[src/rtl/serial_adder_pkg.sv]
// serial_adder_pkg: shared state encoding and default width for the bit-serial adder.
package serial_adder_pkg;
    typedef enum logic [1:0] {S_IDLE, S_SHIFT, S_DONE} sa_state_t;
    localparam int SA_DEFAULT_WIDTH = 8;
endpackage

[src/rtl/serial_adder_full_adder_cell.sv]
// full_adder_cell: single-bit combinational full adder used by the serial datapath.
module full_adder_cell (
    input  logic a,
    input  logic b,
    input  logic cin,
    output logic sum,
    output logic cout
);
    assign sum  = a ^ b ^ cin;
    assign cout = (a & b) | (cin & (a ^ b));
endmodule

[src/rtl/serial_adder.sv]
// serial_adder: LSB-first bit-serial adder, one full-adder cell, WIDTH cycles per operation.
// Define SERIAL_ADDER_SUB_EN to add the Sub_In port and A-B (borrow on Carry_Out) support.
module serial_adder
    import serial_adder_pkg::*;
#(
    parameter int WIDTH = SA_DEFAULT_WIDTH
) (
    input  logic             Clock_In,
    input  logic             Reset_N_In,
    input  logic             Start_In,
    input  logic [WIDTH-1:0] Data_A_In,
    input  logic [WIDTH-1:0] Data_B_In,
`ifdef SERIAL_ADDER_SUB_EN
    input  logic             Sub_In,
`endif
    output logic             Busy_Out,
    output logic             Done_Out,
    output logic [WIDTH-1:0] Sum_Out,
    output logic             Carry_Out
);
    localparam int CW = $clog2(WIDTH);

    sa_state_t        state;
    logic [WIDTH-1:0] a_q, b_q, res_q, res_next;
    logic [CW-1:0]    cnt;
    logic             carry_q, sub_q, sub_req, fa_sum, fa_cout;

`ifdef SERIAL_ADDER_SUB_EN
    assign sub_req = Sub_In;
`else
    assign sub_req = 1'b0;
    assign sub_q   = 1'b0;
`endif

    // Subtraction reuses the adder as A + ~B + 1, the +1 coming from the preloaded carry.
    full_adder_cell u_fa (
        .a   (a_q[0]),
        .b   (b_q[0] ^ sub_q),
        .cin (carry_q),
        .sum (fa_sum),
        .cout(fa_cout)
    );

    assign res_next = {fa_sum, res_q[WIDTH-1:1]};

    always_ff @(posedge Clock_In or negedge Reset_N_In) begin
        if (!Reset_N_In) begin
            state     <= S_IDLE;
            a_q       <= '0;
            b_q       <= '0;
            res_q     <= '0;
            cnt       <= '0;
            carry_q   <= 1'b0;
            Busy_Out  <= 1'b0;
            Done_Out  <= 1'b0;
            Sum_Out   <= '0;
            Carry_Out <= 1'b0;
`ifdef SERIAL_ADDER_SUB_EN
            sub_q     <= 1'b0;
`endif
        end else begin
            case (state)
                S_IDLE: begin
                    Done_Out <= 1'b0;
                    if (Start_In) begin
                        a_q      <= Data_A_In;
                        b_q      <= Data_B_In;
                        carry_q  <= sub_req;
                        cnt      <= '0;
                        Busy_Out <= 1'b1;
                        state    <= S_SHIFT;
`ifdef SERIAL_ADDER_SUB_EN
                        sub_q    <= Sub_In;
`endif
                    end
                end
                S_SHIFT: begin
                    a_q     <= a_q >> 1;
                    b_q     <= b_q >> 1;
                    res_q   <= res_next;
                    carry_q <= fa_cout;
                    cnt     <= cnt + 1'b1;
                    if (cnt == CW'(WIDTH - 1)) begin
                        state     <= S_DONE;
                        Done_Out  <= 1'b1;
                        Sum_Out   <= res_next;
                        Carry_Out <= fa_cout ^ sub_q;
                    end
                end
                S_DONE: begin
                    Done_Out <= 1'b0;
                    Busy_Out <= 1'b0;
                    state    <= S_IDLE;
                end
                default: state <= S_IDLE;
            endcase
        end
    end
endmodule

[config.mk]
export PLATFORM = sky130hd
export DESIGN_NAME = serial_adder
export DESIGN_NICKNAME = d
export VERILOG_FILES = /design/src/rtl/serial_adder_pkg.sv /design/src/rtl/serial_adder_full_adder_cell.sv /design/src/rtl/serial_adder.sv
export SDC_FILE = /design/constraint.sdc
export NUM_CORES = 1
export LEC_CHECK = 0
export CAP_MARGIN = 20
export CORE_ASPECT_RATIO = 1.25
export CORE_MARGIN = 8
export CORE_UTILIZATION = 51
export DETAILED_ROUTE_END_ITERATION = 16
export PLACE_DENSITY = 0.78
export SLEW_MARGIN = 5
export SYNTH_ARGS = -nofsm -noshare
export SYNTH_HDL_FRONTEND = slang
export SYNTH_SLANG_ARGS = --single-unit
[constraint.sdc]
create_clock -name Clock_In -period 1.8 [get_ports Clock_In]
set_input_delay 0.36 -clock Clock_In [delete_from_list [all_inputs] [get_ports Clock_In]]
set_output_delay 0.36 -clock Clock_In [all_outputs]
set_load 0.05 [all_outputs]
==> impl_metrics.py <==
metrics = {
    "setup_path": {
        "critPathRequiredTime_ns": 1.97,
        "critPathTopFamily": "adder cells",
        "reg2reg_from": "cnt[0]",
        "crit_path_start": "cnt[0]",
        "critPathBufInv": 0,
        "cp_max_fo": 10,
        "cpMostUsedCell": "ha_1",
        "crit_type": "reg2reg",
        "endpoint_kind": "register",
        "worstPathArrival_ns": 1.69,
        "cp_slowest_cell": "dfrtp_1",
        "start_kind": "register",
        "path_cells": "ha_1 > ha_1 > nand2_4 > mux2_2",
        "slowest_delay_ns": 0.41,
    },
    "cts": {
        "cts_root_buf": "clkbuf_8",
        "cts_setup_buffers": 0,
        "htree_levels": 2,
        "cts_max_path_buffers": 2,
        "cts_buffers": 5,
        "cts.hold.buffers_added": 0,
        "clk_latency_ns": 0.29,
        "cts_sinks": 40,
        "post_cts_resized": 0,
        "clk_pin_slew_ns": 0.07,
        "cts_tree": "done",
    },
    "floorplan": {
        "design.portCount": 30,
        "die-area_um2": 5340,
        "initial_core_util": 0.524,
        "die_w_um": 67.0,
        "core_um2": 3170,
        "fp-row-count": 23,
        "die_y_um": 79.7,
    },
    "sta": {
        "finalMaxSlewViolations": 0,
        "hold_viol_final": 0,
        "tns_ns": 0,
        "tightest_slew_ns": 0.507,
        "fin_skew_ns": 0.00245,
        "max_freq_ghz": 0.660,
        "rsz0062_at_grt": "no",
        "final.period_utilization": 0.842,
        "slew_headroom": 0.662,
        "setup_violations": 0,
        "fin_crit_ns": 1.52,
    },
    "finish": {
        "utilization": 0.652,
        "n_antenna_cell": 0,
        "design_area_um2": 2060,
        "nNetsFinal": 206,
        "drive_above_1_share": 0.189,
        "area_growth_pct": 24.5,
    },
    "logic_synthesis": {
        "ys.flop_type": "dfrtp_1",
        "synth-seq-area-share": 0.604,
        "synth.distinct_cells": 21,
        "async_flop_share": 1.00,
        "netlist_instances": 149,
        "yosysTopAreaCellShare": 0.604,
        "yosys_warnings": 0,
        "synth.most_common_cell": "dfrtp_1",
        "syn_nets": 171,
        "ys_top_cells_by_count": "dfrtp_1 (40), o22ai_1 (28), nand2_1 (24)",
        "synth_seq_cells": 40,
        "synth.top_cells.by_area": "dfrtp_1 (60%), o22ai_1 (11%), mux2_2 (6.1%), a21oi_1 (5.4%), nand2_1 (5.4%)",
        "yosys.area.top_type": "dfrtp_1",
        "synth_area_per_cell_um2": 11.1,
        "syn_area_um2": 1660,
        "synth_edf_count": 0,
    },
    "routing": {
        "drtPass1Iterations": 6,
        "drcViolationCount": 0,
        "antenna_left": 0,
        "drtIter0Drc": 47,
        "avgViaCountPerCell": 5.80,
        "wl_mm": 3.62,
        "post_drt_wl_per_cell_um": 16.3,
        "vias": 1288,
    },
    "status": {
        "status": "finished, final reports clean",
    },
    "placed_design": {
        "numPortBuffers": 29,
        "gp_congestion": 0.785,
        "placed_cell_area_um2": 1970,
        "hpwl_mm": 2.63,
    },
    "global_route": {
        "grt_pass1_wl_mm": 6.07,
        "grt_max_degree": 23,
        "grt.total_usage": 0.145,
        "antenna_found_initial": 0,
        "grt_pass1_vias": 1403,
        "grt.overflow.total": 0,
    },
    "pwr": {
        "power_leakage_nw": 0.938,
        "peakVddDrop_v": 0.000986,
        "p_per_area_nw_per_um2": 1890,
    },
    "flow_run": {
        "maxCapViolations": 0,
    },
    "worst_hold_path": {
        "hp-class": "in2async",
    },
}
[state kept, by name, indices dropped and copies added (netlist names), 2 cells and up]
| name | cells |
|---|---|
| b_q | 8 |
| res_q | 7 |
| a_q | 8 |
| Sum_Out | 8 |
| cnt | 3 |
| state | 2 |
[final cells by class]
type | instances | area, um^2
repair buffers | 36 | 310
fillers | 262 | 1100
multi-input cells | 98 | 606
flip-flops and latches | 40 | 1000
clock buffers | 8 | 90.1
inverters | 3 | 11.3
well taps | 37 | 46.3
[power by group]
group	internal (mW)	switching [mW]	total [mW]	leakage, nW
registers	1.32	0.300	1.62	0.483
clock network	0.313	0.295	0.608	0.0455
logic	0.667	1.01	1.68	0.409
[layout by cell type, fill, tap and decap left out, drive strengths merged]
master          n
and2b           1
nand2          25
ha              2
clkinv          1
o22ai          28
o21bai          1
o21ai           5
nand2b          2
dfrtp          40
a22o            3
buf            19
clkbuf          8
mux2            9
fa              1
a21oi          18
clkdlybuf4s50  17
nor2b           1
inv             2
nor2            2
[stage by stage]
stage | hold WS, ns | total power [mW] | worst slack (ns) | instances
floorplan | 0.0644 | 2.79 | 0.438 | 149
global route | 0.0264 | 4.17 | 0.224 | 222
detailed placement | 0.327 | 3.33 | 0.180 | 214
finish | 0.00422 | 3.90 | 0.285 | 222
global placement | 0.318 | 3.22 | 0.244 | 214
CTS | 0.0105 | 3.94 | 0.281 | 222
[final timing paths]
path                       slack [ns]  depth (start not counted)    endpoint
min reg2reg                      0.48                          2    res_q[1]
max reg2reg                      0.28                          4  Sum_Out[1]
min in group Clock_In            0.48                          2    res_q[1]
max in group asynchronous        1.28                          2  Sum_Out[6]
max                              0.28                          4  Sum_Out[1]
min                             0.004                          1  Sum_Out[5]
[metal layers]
metal / up-vias / routed length [um] / GRT usage
met1: 635 / 1510 / 0.158
met3: 4 / 234 / 0.0590
met5: - / 0 / 0
li1: 607 / - / -
met4: 0 / 44 / 0.0629
met2: 42 / 1820 / 0.241
[cells by family (layout without fill, tap and decap cells)]
kind of cell / count (synthesis) / count (layout) / share of synthesized area
and+or+nand+nor: 31 / 31 / 0.0815
DFF: 40 / 40 / 0.604
AOI/OAI and AO/OA: 55 / 55 / 0.195
buffers and inverters: 11 / 47 / 0.0309
muxes: 9 / 9 / 0.0611
adders and majority gates: 3 / 3 / 0.0272
Power figures use the tool's default switching activity.
